**src/rtl/sample_router.sv**
```systemverilog
// rtl/sample_router.sv - N-channel sample router with shadow routing table and frame-atomic commit
//
// Purpose: each output picks any input and applies pass / saturating invert /
// mute / half-gain. Routing edits land in a shadow table and are copied into
// the active table on the first frame strobe after a commit request.
//
// Ports:
//   clk, rst_n        system clock, asynchronous active-low reset
//   sample_clk        frame clock (async), rising edge starts a frame
//   sample_in[N*W]    input samples, channel i at [i*W +: W]
//   jack[N]           per-input plugged flag
//   sample_out[N*W]   registered output samples, same packing
//   frame_tick        one-cycle pulse when sample_out updates
//   cfg_valid/cfg_ready, cfg_out, cfg_src, cfg_mode   shadow-table write
//   cfg_commit        request to apply the shadow table at the next strobe
module sample_router #(
  parameter int W              = 16,
  parameter int N              = 4,
  parameter int SEL_W          = $clog2(N),
  parameter bit ZERO_UNPLUGGED = 1'b1
) (
  input  logic             clk,
  input  logic             rst_n,
  input  logic             sample_clk,
  input  logic [N*W-1:0]   sample_in,
  output logic [N*W-1:0]   sample_out,
  input  logic [N-1:0]     jack,
  input  logic             cfg_valid,
  output logic             cfg_ready,
  input  logic [SEL_W-1:0] cfg_out,
  input  logic [SEL_W-1:0] cfg_src,
  input  logic [1:0]       cfg_mode,
  input  logic             cfg_commit,
  output logic             frame_tick
);

  localparam logic [1:0] MODE_PASS   = 2'd0;
  localparam logic [1:0] MODE_INVERT = 2'd1;
  localparam logic [1:0] MODE_MUTE   = 2'd2;

  localparam logic signed [W-1:0] MIN_VAL = {1'b1, {(W-1){1'b0}}};
  localparam logic signed [W-1:0] MAX_VAL = {1'b0, {(W-1){1'b1}}};

  logic s1_q, s2_q, s3_q;
  logic strobe;

  logic pending_q, pending_d;

  logic [SEL_W-1:0] act_src_q  [N];
  logic [SEL_W-1:0] act_src_d  [N];
  logic [1:0]       act_mode_q [N];
  logic [1:0]       act_mode_d [N];
  logic [SEL_W-1:0] shd_src_q  [N];
  logic [SEL_W-1:0] shd_src_d  [N];
  logic [1:0]       shd_mode_q [N];
  logic [1:0]       shd_mode_d [N];

  logic [N*W-1:0] sample_out_q, sample_out_d;
  logic           frame_tick_q, frame_tick_d;

  logic             cfg_wr, cfg_cm, apply;
  logic signed [W-1:0] x, y;

  // s3 only remembers the previous s2 so a held-high sample_clk strobes once.
  assign strobe = s2_q & ~s3_q;

  assign cfg_ready  = ~pending_q;
  assign sample_out = sample_out_q;
  assign frame_tick = frame_tick_q;

  always_comb begin
    cfg_wr = cfg_valid  & ~pending_q;
    cfg_cm = cfg_commit & ~pending_q;
    // Only a commit already pending before this strobe is applied now.
    apply  = strobe & pending_q;

    for (int i = 0; i < N; i++) begin
      shd_src_d[i]  = shd_src_q[i];
      shd_mode_d[i] = shd_mode_q[i];
      act_src_d[i]  = apply ? shd_src_q[i]  : act_src_q[i];
      act_mode_d[i] = apply ? shd_mode_q[i] : act_mode_q[i];
    end

    // Writes to an out-of-range output are accepted but dropped.
    if (cfg_wr && (int'(cfg_out) < N)) begin
      shd_src_d[cfg_out]  = cfg_src;
      shd_mode_d[cfg_out] = cfg_mode;
    end

    if (apply)       pending_d = 1'b0;
    else if (cfg_cm) pending_d = 1'b1;
    else             pending_d = pending_q;

    frame_tick_d = strobe;
    sample_out_d = sample_out_q;
    x = '0;
    y = '0;
    for (int o = 0; o < N; o++) begin
      x = '0;
      if (int'(act_src_d[o]) < N) begin
        x = sample_in[int'(act_src_d[o])*W +: W];
        if (ZERO_UNPLUGGED && !jack[act_src_d[o]]) x = '0;
      end
      case (act_mode_d[o])
        MODE_PASS:   y = x;
        MODE_INVERT: y = (x == MIN_VAL) ? MAX_VAL : -x;
        MODE_MUTE:   y = '0;
        default:     y = x >>> 1;
      endcase
      if (strobe) sample_out_d[o*W +: W] = y;
    end
  end

  always_ff @(posedge clk or negedge rst_n) begin
    if (!rst_n) begin
      s1_q         <= 1'b0;
      s2_q         <= 1'b0;
      s3_q         <= 1'b0;
      pending_q    <= 1'b0;
      sample_out_q <= '0;
      frame_tick_q <= 1'b0;
      for (int i = 0; i < N; i++) begin
        act_src_q[i]  <= SEL_W'(i);
        act_mode_q[i] <= MODE_PASS;
        shd_src_q[i]  <= SEL_W'(i);
        shd_mode_q[i] <= MODE_PASS;
      end
    end else begin
      s1_q         <= sample_clk;
      s2_q         <= s1_q;
      s3_q         <= s2_q;
      pending_q    <= pending_d;
      sample_out_q <= sample_out_d;
      frame_tick_q <= frame_tick_d;
      for (int i = 0; i < N; i++) begin
        act_src_q[i]  <= act_src_d[i];
        act_mode_q[i] <= act_mode_d[i];
        shd_src_q[i]  <= shd_src_d[i];
        shd_mode_q[i] <= shd_mode_d[i];
      end
    end
  end

endmodule

```
**config.mk**
```make
export PLATFORM = sky130hd
export DESIGN_NAME = sample_router
export DESIGN_NICKNAME = d
export VERILOG_FILES = /design/src/rtl/sample_router.sv
export SDC_FILE = /design/constraint.sdc
export NUM_CORES = 1
export LEC_CHECK = 0
export BUFFER_PORTS_ARGS = -buffer_cell sky130_fd_sc_hd__buf_2
export CAP_MARGIN = 0
export CORE_UTILIZATION = 54
export DETAILED_ROUTE_END_ITERATION = 6
export PLACE_DENSITY = 0.79
export SLEW_MARGIN = 20
export SYNTH_ARGS = -nofsm -noshare
export SYNTH_HDL_FRONTEND = slang
export SYNTH_SLANG_ARGS = --single-unit
export TNS_END_PERCENT = 30
```
**constraint.sdc**
```tcl
create_clock -name clk -period 3.5 [get_ports clk]
set_input_delay 0.7 -clock clk [delete_from_list [all_inputs] [get_ports clk]]
set_output_delay 0.7 -clock clk [all_outputs]
set_load 0.005 [all_outputs]
```
======== After elaboration in Yosys (flattened, before gate mapping) ========
Cells that the tools add are included.
word-level totals
  flip-flop bits (word level) ............. 101
  input bits .............................. 79
  output and inout port bits .............. 66
operators by class
  add/sub/neg operators ................... 4
  magnitude comparators ................... 6
  eq/ne operators ......................... 12
  shifts and indexed selects .............. 4
  multiplexer cells ....................... 34
  bitwise logic cells ..................... 7
  reduce and logical (&&, ||, !) cells .... 6
operators with widths
  operator                                                                count
  64-bit by 7-bit indexed part select with 16-bit output                  4
  16-bit case mux with 3 select lines                                     4
  16-bit 2-to-1 mux                                                       8
  16-bit equality test (second input constant)                            4
  16-bit negator                                                          4
  2-bit 2-to-1 mux                                                        9
  8-bit bitwise mux                                                       2
  2-bit by 3-bit < comparator with 1-bit output (second input constant)   4
  1-bit binary-select mux with 2-bit select                               4
  2-bit by 1-bit equality test with 1-bit output (second input constant)  4
  2-bit equality test (second input constant)                             4
  2-bit logical NOT                                                       4
  1-bit 2-to-1 mux                                                        6
  1-bit bitwise AND                                                       4
  2-bit demux with 2-bit select                                           1
  3-bit >= comparator (second input constant)                             1
  3-bit by 1-bit < comparator with 1-bit output (second input constant)   1
  2-bit inverter with 3-bit output                                        1
  1-bit inverter                                                          2
  2-bit nonzero test                                                      1
  1-bit logical AND                                                       1

======== Depth between registers and ports, before layout ========
Gate-level depths: netlist of the first run.
  depth in word-level cells ............... 10
  mapped depth ............................ 18
  mapped depth without buffers ............ 13

======== Least setup slack after synthesis of the first run ========
OpenSTA, ideal clock, no wires.
  path kind ............................... register to register
  start ................................... reg act_src_q[2] (netlist name)
  end ..................................... reg sample_out_q[46] (netlist: sample_out[46])
  library setup time ...................... 77 ps
  arrival ................................. 3470 ps
  required time ........................... 3423 ps
  setup slack ............................. -47 ps
  cell stages (with the launch flop) ...... 16
  path buffers ............................ 4
  period minus slack after synthesis ...... 3547 ps
  cell sequence ........................... dfrtp_1 > buf_1 > mux2_2 > o21ai_0 > a21oi_1 > or2_2 > clkbuf_1 > buf_1 > nand2_1 > ha_1 > clkbuf_1 > inv_1 > o31ai_1 > nand3_1 > a31o_2 > a21oi_1
between the ends
  word-level cells in the longest chain between the ends .. 7
RTL lines
  item                                                                                                            line  source
  from (decl)                                                                                                     49    logic [SEL_W-1:0] act_src_q [N];
  from (signal, indexed assignment)                                                                               123   act_src_q[i] <= SEL_W'(i);
  from (signal, indexed assignment)                                                                               136   act_src_q[i] <= act_src_d[i];
  2-bit 2-to-1 mux *                                                                                              80    act_src_d[i] = apply ? shd_src_q[i] : act_src_q[i];
  parallel branches: the longest is 2 deep, another holds 64-bit by 7-bit indexed part select with 16-bit output  -
  16-bit 2-to-1 mux *                                                                                             102   if (ZERO_UNPLUGGED && !jack[act_src_d[o]]) x = '0;
  16-bit negator or 16-bit equality test (tied branches)                                                          106   MODE_INVERT: y = (x == MIN_VAL) ? MAX_VAL : -x;
  16-bit 2-to-1 mux                                                                                               106
  16-bit case mux with 3 select lines *                                                                           104   case (act_mode_d[o])
  to (signal assigned)                                                                                            133   sample_out_q <= sample_out_d;
  to (decl)                                                                                                       58    logic [N*W-1:0] sample_out_q, sample_out_d;
Mark *: on every way between the ends. The select of a mux whose other input is x is not followed.
A chain may end at the register's enable or synchronous reset.

======== Worst setup path in the final report of the first run ========
  start ................................... reg shd_src_q[3] (netlist name)
  end ..................................... reg sample_out_q[43] (netlist: sample_out[43])
between the ends
  word-level cells in the longest chain between the ends .. 7
RTL lines
  item                                                                                                            line  source
  from (decl)                                                                                                     53    logic [SEL_W-1:0] shd_src_q [N];
  from (signal, indexed assignment)                                                                               125   shd_src_q[i] <= SEL_W'(i);
  from (signal, indexed assignment)                                                                               138   shd_src_q[i] <= shd_src_d[i];
  2-bit 2-to-1 mux *                                                                                              80
  parallel branches: the longest is 2 deep, another holds 64-bit by 7-bit indexed part select with 16-bit output  -
  16-bit 2-to-1 mux *                                                                                             102
  16-bit negator or 16-bit equality test (tied branches)                                                          106
  16-bit 2-to-1 mux                                                                                               106
  16-bit case mux with 3 select lines *                                                                           104
Marked as above.

==> impl_metrics.json, run 1 <==
{
  "setup_slack_ps": 98.5,
  "synth_area_um2": 10600,
  "crit_slowest_cell": "dfstp_2",
  "grt_pass1_wl_um": 62400,
  "dieHeight_um": 142,
  "postSynthAreaPerCell_um2": 8.22,
  "grt_usage": 0.403,
  "route.met3.wl_um": 3910,
  "row_count": 50,
  "fin_area_um2": 12600,
  "synthDistinctLibCells": 94,
  "cp-start-kind": "flop",
  "place.gp.congestion": 1.02,
  "p_seq_frac": 0.196,
  "portBuffers": 144,
  "drt_first_iter_violations": 1304,
  "synth_area_leaders": "dfrtp_1, mux2i_1, mux4_2",
  "finalMaxSlewViolations": 0,
  "grt_max_degree": 69,
  "antenna_found_initial": 1,
  "ys_ff_latch": 101,
  "setup_viol": 0,
  "ys_seq_area_frac": 0.239,
  "drtPass1Iterations": 5,
  "period_share": 0.972,
  "hold_violations": 0,
  "maxCapViolCount": 0,
  "initial_core_util": 0.559,
  "cts_tree": "yes",
  "powerDensity_nw_per_um2": 827,
  "cts-root-buf": "clkbuf_16",
  "via_per_inst": 6.84,
  "path_cells": "and4b_1, a21oi_4, buf_4, a211oi_1, o32ai_1, buf_4, o41a_1, a21oi_1, mux2i_1, nor4_1, nor2_1",
  "cts.clk_slew.worst_paths_ps": 80,
  "internal_power_mw": 5.33,
  "rsz0062_at_grt": "true",
  "dieArea_um2": 20200,
  "dp_hpwl_um": 29700,
  "place_area_um2": 12200,
  "critPathMaxFanout": 13,
  "fp.dieW_um": 142,
  "pin_count": 145,
  "ys_top_cells_by_count": "nand2_1, mux2i_1, a21oi_1",
  "vias": 11900,
  "synthFlopType": "dfrtp_1",
  "clockPowerShare": 0.110,
  "max_freq_mhz": 294,
  "cp.required_ps": 3750,
  "outcome": "finished clean",
  "dr.max_layer_used": "met4",
  "yosysWarnings": 0,
  "netSwitchingPower_mw": 5.09,
  "grt_overflow": 0,
  "end_kind": "flop",
  "critical_path_class": "flop to flop",
  "areaGrowthSynthToFinish_pct": 18.5,
  "diodes": 0,
  "slew_headroom": 0.379,
  "drt-wirelength-per-cell_um": 23.2,
  "worst_pin_slew_ps": 919,
  "wl_met1_um": 16000,
  "num-nets-final": 1549,
  "synth_most_common_cell": "nand2_1",
  "worstSkewPairLatency_ps": 370,
  "period_needed_ps": 3400,
  "p_sw_frac": 0.488,
  "cts_max_level": 3,
  "wl_um": 40200,
  "yosysTopAreaCellShare": 0.219,
  "clockBufferDepth": 2,
  "dr_wl_met2_um": 18100,
  "p_leak_nw": 5.32,
  "cts_buffers": 9,
  "syn_nets": 1374,
  "yosys.area.top_type": "dfrtp_1",
  "postRouteAntennaNets": 0,
  "dp_slack_ps": 41.3,
  "synth-edff-count": 0,
  "drc": 0,
  "drive_above_1_share": 0.276,
  "synthArstFlopShare": 1.00,
  "slowest_delay_ps": 610,
  "clock_sinks": 101,
  "irDropWorstVdd_mv": 0.505,
  "grt_pass1_vias": 11100,
  "hold_class": "primary input to async pin",
  "fin_skew_ps": 12.5,
  "post_synth_inst_count": 1292,
  "crit_arrival_ps": 3650,
  "cts_hold_buf": 0,
  "core_um2": 19000,
  "combPwrFrac": 0.694,
  "cpMostUsedCell": "buf_4"
}
## worst paths after layout
path | slack [ps] | to | depth (start not counted) | from
worst min-delay path | 330 | sample_out[51] | 1 | rst_n
max in group asynchronous | 2350 | act_src_q[4] | 2 | rst_n
min in group clk | 370 | s2_q | 0 | s1_q
worst min register to register | 370 | s2_q | 0 | s1_q
worst max-delay path | 100 | sample_out[43] | 11 | shd_src_q[3]
worst max register to register | 100 | sample_out[43] | 11 | shd_src_q[3]
## cell type report
| cell class | instances | area, um2 |
|---|---|---|
| repair buffers | 260 | 1660 |
| inverters | 30 | 115 |
| flip-flops and latches | 101 | 2540 |
| multi-input cells | 1065 | 7640 |
| clock inverters | 7 | 95.1 |
| fillers | 1657 | 6420 |
| clock buffers | 9 | 225 |
| well taps | 260 | 325 |
## worst max-delay path: cells and delay by family (launching register included)
family / cells / cell delay, ps
flip-flops: 1 / 610
buffers and inverters: 2 / 390
AO/OA/AOI/OAI: 5 / 1410
AND/OR/NAND/NOR: 3 / 710
multiplexers: 1 / 160
## power by group through the flow
| stage | combinational, mW | clock [mW] | sequential [mW] |
|---|---|---|---|
| after CTS | 7.00 | 1.15 | 2.03 |
| after detailed placement | 6.97 | 0 | 2.05 |
| after floorplan | 4.68 | 0 | 1.90 |
| after global routing | 7.80 | 1.18 | 2.09 |
| after global placement | 6.91 | 0 | 2.04 |
| final | 7.23 | 1.14 | 2.04 |
## layer usage
metal | vias to the layer above | global-route usage
li1 | 5318 | -
met1 | 5653 | 0.520
met2 | 734 | 0.638
met3 | 145 | 0.0713
met4 | 0 | 0.223
met5 | - | 0
## sequential cells by signal, indices dropped and copies added (netlist names)
name,count
shd_src_q,8
sample_out,64
frame_tick,1
s2_q,1
act_src_q,8
shd_mode_q,8
act_mode_q,8
pending_q,1
s1_q,1
s3_q,1
## cell families after synthesis
group,count (synthesis),share of synthesized area
flops,101,0.239
buf+inv,126,0.0507
simple gates,414,0.198
compound gates,437,0.270
fa+ha+maj,3,0.00353
xor+xnor,11,0.00907
mux,200,0.229
## repair_timing
item / CTS / global route
setup endpoints to repair: 0 / 30
setup buffers: 0 / 2
gates resized for setup: 0 / 17
## stage by stage
stage               utilization  hold WS [ps]  TNS, ps  power (mW)  instances
floorplan                     -           331        0        6.58       1292
global placement          0.640           333        0        8.95       1714
detailed placement        0.640           350        0        9.02       1714
CTS                       0.657           362        0        10.2       1730
global route              0.662           369    -69.1        11.1       1732
finish                    0.662           331        0        10.4       1732
## layout by cell type, fill, tap and decap left out, types with 10 or more instances in the layout
master    netlist  layout
o31ai_1        17      16
nor2b_1        42      42
xnor2_1        10      10
buf_4           4     112
buf_2          15     143
dfrtp_1        93      92
mux4_2         27      27
nor3_1         31      31
mux2_2         48      48
inv_1          22      22
and2_1         12      12
nand3_1        25      25
o22ai_1        20      20
o21ai_0        85      85
nand4_1        12      12
a31oi_1        29      29
mux2i_1       119     115
or3_1          11      10
nor2_1         92      92
a21oi_1       107     107
a211oi_1       69      69
nand2_1       124     124
No activity file was read; power rests on OpenSTA's default activity.
==> run 2, diff against run 1 <==
--- a/config.mk
+++ b/config.mk
@@ -7,2 +7,3 @@
 export LEC_CHECK = 0
+export ABC_AREA = 0
 export BUFFER_PORTS_ARGS = -buffer_cell sky130_fd_sc_hd__buf_2
@@ -11,2 +12,3 @@
 export DETAILED_ROUTE_END_ITERATION = 6
+export GPL_TIMING_DRIVEN = 0
 export PLACE_DENSITY = 0.79
--- a/constraint.sdc
+++ b/constraint.sdc
@@ -3,2 +3,2 @@
 set_output_delay 0.7 -clock clk [all_outputs]
-set_load 0.005 [all_outputs]
+set_load 0.1 [all_outputs]
==> impl_metrics.json, run 2 (synthesis results as in run 1) <==
{
  "drive_above_1_share": 0.285,
  "slowest_delay_ps": 420,
  "dieHeight_um": 142,
  "outcome": "finished with violations",
  "wl_um": 46000,
  "regToRegEndpoint": "sample_out[54]",
  "fin_area_um2": 12700,
  "layout_commonest_cell": "buf_2",
  "hold_class": "primary input to async pin",
  "max_freq_mhz": 283,
  "maxCapViolCount": 0,
  "critPathMaxFanout": 10,
  "place_area_um2": 11700,
  "period_needed_ps": 3540,
  "p_leak_nw": 5.16,
  "grt_usage": 0.453,
  "setup_viol": 2,
  "cts-root-buf": "clkbuf_16",
  "vias": 12500,
  "grt_pass1_vias": 11500,
  "postRouteAntennaNets": 0,
  "clock_sinks": 101,
  "grt_overflow": 0,
  "r2r_cells": 13,
  "p_seq_frac": 0.153,
  "setup_slack_ps": -36.8,
  "cts.clk_slew.worst_paths_ps": 70,
  "crit_slowest_cell": "dfrtp_1",
  "cts_tree": "yes",
  "cts_hold_buf": 0,
  "slew_headroom": 0.277,
  "finalNonFillerCells": 1734,
  "dp_hpwl_um": 33200,
  "netSwitchingPower_mw": 7.82,
  "cp.required_ps": 3780,
  "crit-reg2reg-launch": "s3_q",
  "drt_first_iter_violations": 1611,
  "areaGrowthSynthToFinish_pct": 19.9,
  "rsz0062_at_grt": "true",
  "place.gp.congestion": 1.02,
  "fin_skew_ps": 12.6,
  "antenna_found_initial": 0,
  "pin_count": 145,
  "drc": 0,
  "powerDensity_nw_per_um2": 1020,
  "num-nets-final": 1550,
  "grt_max_degree": 57,
  "grt_pass1_wl_um": 68300,
  "final.setup.tns_ps": -43.7,
  "clockPowerShare": 0.075,
  "largest_register_ffs": 64,
  "row_count": 50,
  "portBuffers": 142,
  "hold_violations": 0,
  "violations": "setup timing",
  "fp.dieW_um": 142,
  "irDropWorstVdd_mv": 1.13,
  "cts_max_level": 3,
  "dp_cells": 1695,
  "worstSkewPairLatency_ps": 370,
  "path_cells": "nand3b_4, buf_6, buf_4, clkbuf_4, buf_4, a21o_1, nand2_1, ha_1, clkbuf_4, and3_1, nor4_1, nor3_2, o21ai_1",
  "cts_buffers": 9,
  "end_kind": "flop",
  "cp-start-kind": "flop",
  "crit_arrival_ps": 3820,
  "holdWs_ps": 252,
  "clockBufferDepth": 2,
  "drt-wirelength-per-cell_um": 26.5,
  "final_cell_mix": "buf_2, nand2_1, mux2i_1",
  "dieArea_um2": 20200,
  "worst-path-buf-inv": 5,
  "path_delay_family": "buffers and inverters",
  "via_per_inst": 7.19,
  "p_sw_frac": 0.604,
  "fillers": 1625,
  "internal_power_mw": 5.12,
  "drtPass1Iterations": 6,
  "combPwrFrac": 0.772,
  "period_share": 1.01,
  "finalMaxSlewViolations": 0,
  "critical_path_class": "flop to flop",
  "reg2reg_slack_ps": -40,
  "core_um2": 19000,
  "worst_pin_slew_ps": 1080,
  "initial_core_util": 0.559,
  "dp_slack_ps": -1160
}
[run 2: power groups by stage]
stage	Sequential, mW	Clock (mW)	Combinational (mW)
CTS	1.96	0.970	9.25
floorplan	4.15	0	4.69
global route	2.01	1.01	10.4
global placement	1.91	0	8.93
detailed placement	1.92	0	8.99
finish	1.98	0.971	9.99
[run 2: timing repair]
item | 4_1_cts | 5_1_grt
endpoints found under the setup margin | 66 | 63
buffers inserted | 8 | 20
pin swaps | 4 | 11
endpoints found under the hold margin | 0 | 0
resized for setup | 82 | 95
[run 2: final cells by class]
cell class / instances / area [um2] / area share
timing repair buffer: 171 / 955 / 0.0750
antenna: 2 / 5.00 / 0.000393
tap: 260 / 325 / 0.0255
inverter: 30 / 121 / 0.00953
buffer: 90 / 520 / 0.0409
clock inverter: 3 / 21.3 / 0.00167
clock buffer: 12 / 236 / 0.0186
sequential: 101 / 2540 / 0.199
multi-input combinational: 1065 / 8010 / 0.629
[run 2: through the flow]
step | util | power [mW]
floorplan | - | 8.84
global route | 0.669 | 13.5
CTS | 0.646 | 12.2
finish | 0.670 | 12.9
global placement | 0.614 | 10.8
detailed placement | 0.615 | 10.9
[run 2: worst max-delay path by stage]
| stage | cells past startpoint | slack, ps | to | startpoint |
|---|---|---|---|---|
| final | 13 | -40 | sample_out[54] | s3_q |
| after global routing | 11 | -110 | sample_out[27] | s3_q |
| after CTS | 11 | -60 | sample_out[11] | pending_q |
| after detailed placement | 14 | -1160 | sample_out[50] | pending_q |
| after global placement | 16 | -1100 | sample_out[36] | pending_q |
| after floorplan | 17 | 40 | sample_out[36] | pending_q |
[run 2: routing by layer]
metal	vias up	track usage	part of all wire
li1	5331	-	-
met1	5836	0.572	0.37
met2	1027	0.694	0.43
met3	276	0.0915	0.12
met4	0	0.318	0.076
met5	-	0	0
==> run 3, diff against run 2 <==
CTS_BUF_LIST = sky130_fd_sc_hd__clkbuf_8 sky130_fd_sc_hd__clkbuf_16   (was not set)
==> impl_metrics.json, run 3 (synthesis results as in run 1) <==
{
  "outcome": "finished with violations",
  "violations": "DRC, setup timing",
  "hold_violations": 0,
  "largest_register_ffs": 64,
  "cp.required_ps": 3790,
  "dieHeight_um": 142,
  "final.setup.tns_ps": -5.57,
  "hold_class": "primary input to async pin",
  "vias": 12500,
  "initial_core_util": 0.559,
  "cp-start-kind": "flop",
  "cts_hold_buf": 0,
  "grt_max_degree": 57,
  "drc": 4,
  "finalNonFillerCells": 1736,
  "pin_count": 145,
  "setup_slack_ps": -5.57,
  "dieArea_um2": 20200,
  "final_cell_mix": "buf_2, nand2_1, mux2i_1",
  "crit_slowest_cell": "dfrtp_1",
  "place.gp.congestion": 1.02,
  "maxCapViolCount": 0,
  "fillers": 1612,
  "critical_path_class": "flop to flop",
  "grt_overflow": 0,
  "irDropWorstVdd_mv": 1.13,
  "num-nets-final": 1552,
  "postRouteAntennaNets": 0,
  "fp.dieW_um": 142,
  "critPathMaxFanout": 10,
  "holdWs_ps": 248,
  "clockBufferDepth": 2,
  "wl_um": 46100,
  "max_freq_mhz": 285,
  "areaGrowthSynthToFinish_pct": 20.0,
  "drt_first_iter_violations": 1913,
  "portBuffers": 142,
  "powerDensity_nw_per_um2": 1020,
  "end_kind": "flop",
  "rsz0062_at_grt": "true",
  "worst_pin_slew_ps": 1040,
  "drtPass1Iterations": 7,
  "setup_viol": 1,
  "place_area_um2": 11700,
  "fin_area_um2": 12800,
  "period_share": 1.00,
  "cts_buffers": 9,
  "dp_cells": 1695,
  "dp_hpwl_um": 33200,
  "layout_commonest_cell": "buf_2",
  "drive_above_1_share": 0.286,
  "path_delay_family": "buffers and inverters",
  "clock_sinks": 101,
  "fin_skew_ps": 13.2,
  "worstSkewPairLatency_ps": 370,
  "cts_tree": "yes",
  "grt_usage": 0.451,
  "slowest_delay_ps": 370,
  "slew_headroom": 0.299,
  "grt_pass1_wl_um": 68100,
  "crit_arrival_ps": 3790,
  "row_count": 50,
  "core_um2": 19000,
  "cts.clk_slew.worst_paths_ps": 80,
  "worst-path-buf-inv": 6,
  "drt-wirelength-per-cell_um": 26.5,
  "p_leak_nw": 5.18,
  "period_needed_ps": 3510,
  "antenna_found_initial": 0,
  "total_power_mw": 13.0,
  "multi_input_area_um2": 8030,
  "cts-root-buf": "clkbuf_16",
  "cts_max_level": 3,
  "path_cells": "buf_6, nand3b_4, buf_6, buf_4, clkbuf_4, buf_4, a21o_1, nand2_1, ha_1, clkbuf_4, and3_1, nor4_1, nor3_2, o21ai_1",
  "regArea_um2": 2540,
  "finalMaxSlewViolations": 0,
  "grt_pass1_vias": 11600,
  "via_per_inst": 7.21
}
[run 3: cell count changes in the layout (fill, tap and decap cells not counted), sizes merged]
cell    change
inv         +4
clkinv      -1
mux2i       +1
clkbuf      -2
[run 3: repair_timing]
item                                    CTS  global route
pin swaps                                 3            13
buffers inserted                          7            22
endpoints found under the setup margin   66            64
resized for setup                        75           103
gates cloned                              0             1
[run 3: cell type report]
class                   instances  share of cell area
well taps                     260              0.0255
inverters                      30             0.00932
plain buffers                  90              0.0407
clock inverters                 6             0.00255
flip-flops and latches        101               0.199
multi-input cells            1066               0.629
repair buffers                172              0.0755
diodes                          2            0.000392
clock buffers                   9              0.0177
[run 3: worst register-to-register path, delay by kind of cell (launching register included)]
family | cells | cell delay, ps
AND/OR/NAND/NOR | 5 | 880
AO/OA/AOI/OAI | 2 | 440
buffers and inverters | 6 | 1480
flip-flops | 1 | 370
adder cells (fa/ha/maj) | 1 | 250
[run 3: path summary, 6_finish.rpt]
kind	start	to	slack, ps	cells after the start
min reg2reg	s1_q	s2_q	360	0
min	rst_n	sample_out[52]	250	1
max	pending_q	sample_out[54]	-6	14
max reg2reg	pending_q	sample_out[54]	-6	14
min in group clk	s1_q	s2_q	360	0
max in group asynchronous	rst_n	act_src_q[4]	2550	2
[run 3: routing by layer]
metal / vias to the layer above / routed length [um] / track usage
li1: 5344 / - / -
met1: 5846 / 17200 / 0.571
met2: 1047 / 20000 / 0.690
met3: 274 / 5380 / 0.0868
met4: 0 / 3450 / 0.322
met5: - / 0 / 0
[run 3: through the flow]
step	utilization	setup slack [ps]
floorplan	-	41.6
global placement	0.614	-1100
detailed placement	0.615	-1160
CTS	0.644	-63.7
global route	0.670	-152
finish	0.671	-5.57
[run 3: power breakdown]
| part | internal (mW) | total [mW] | switching [mW] |
|---|---|---|---|
| logic | 3.01 | 10.0 | 7.00 |
| registers | 1.64 | 1.99 | 0.342 |
| clock network | 0.474 | 0.970 | 0.496 |
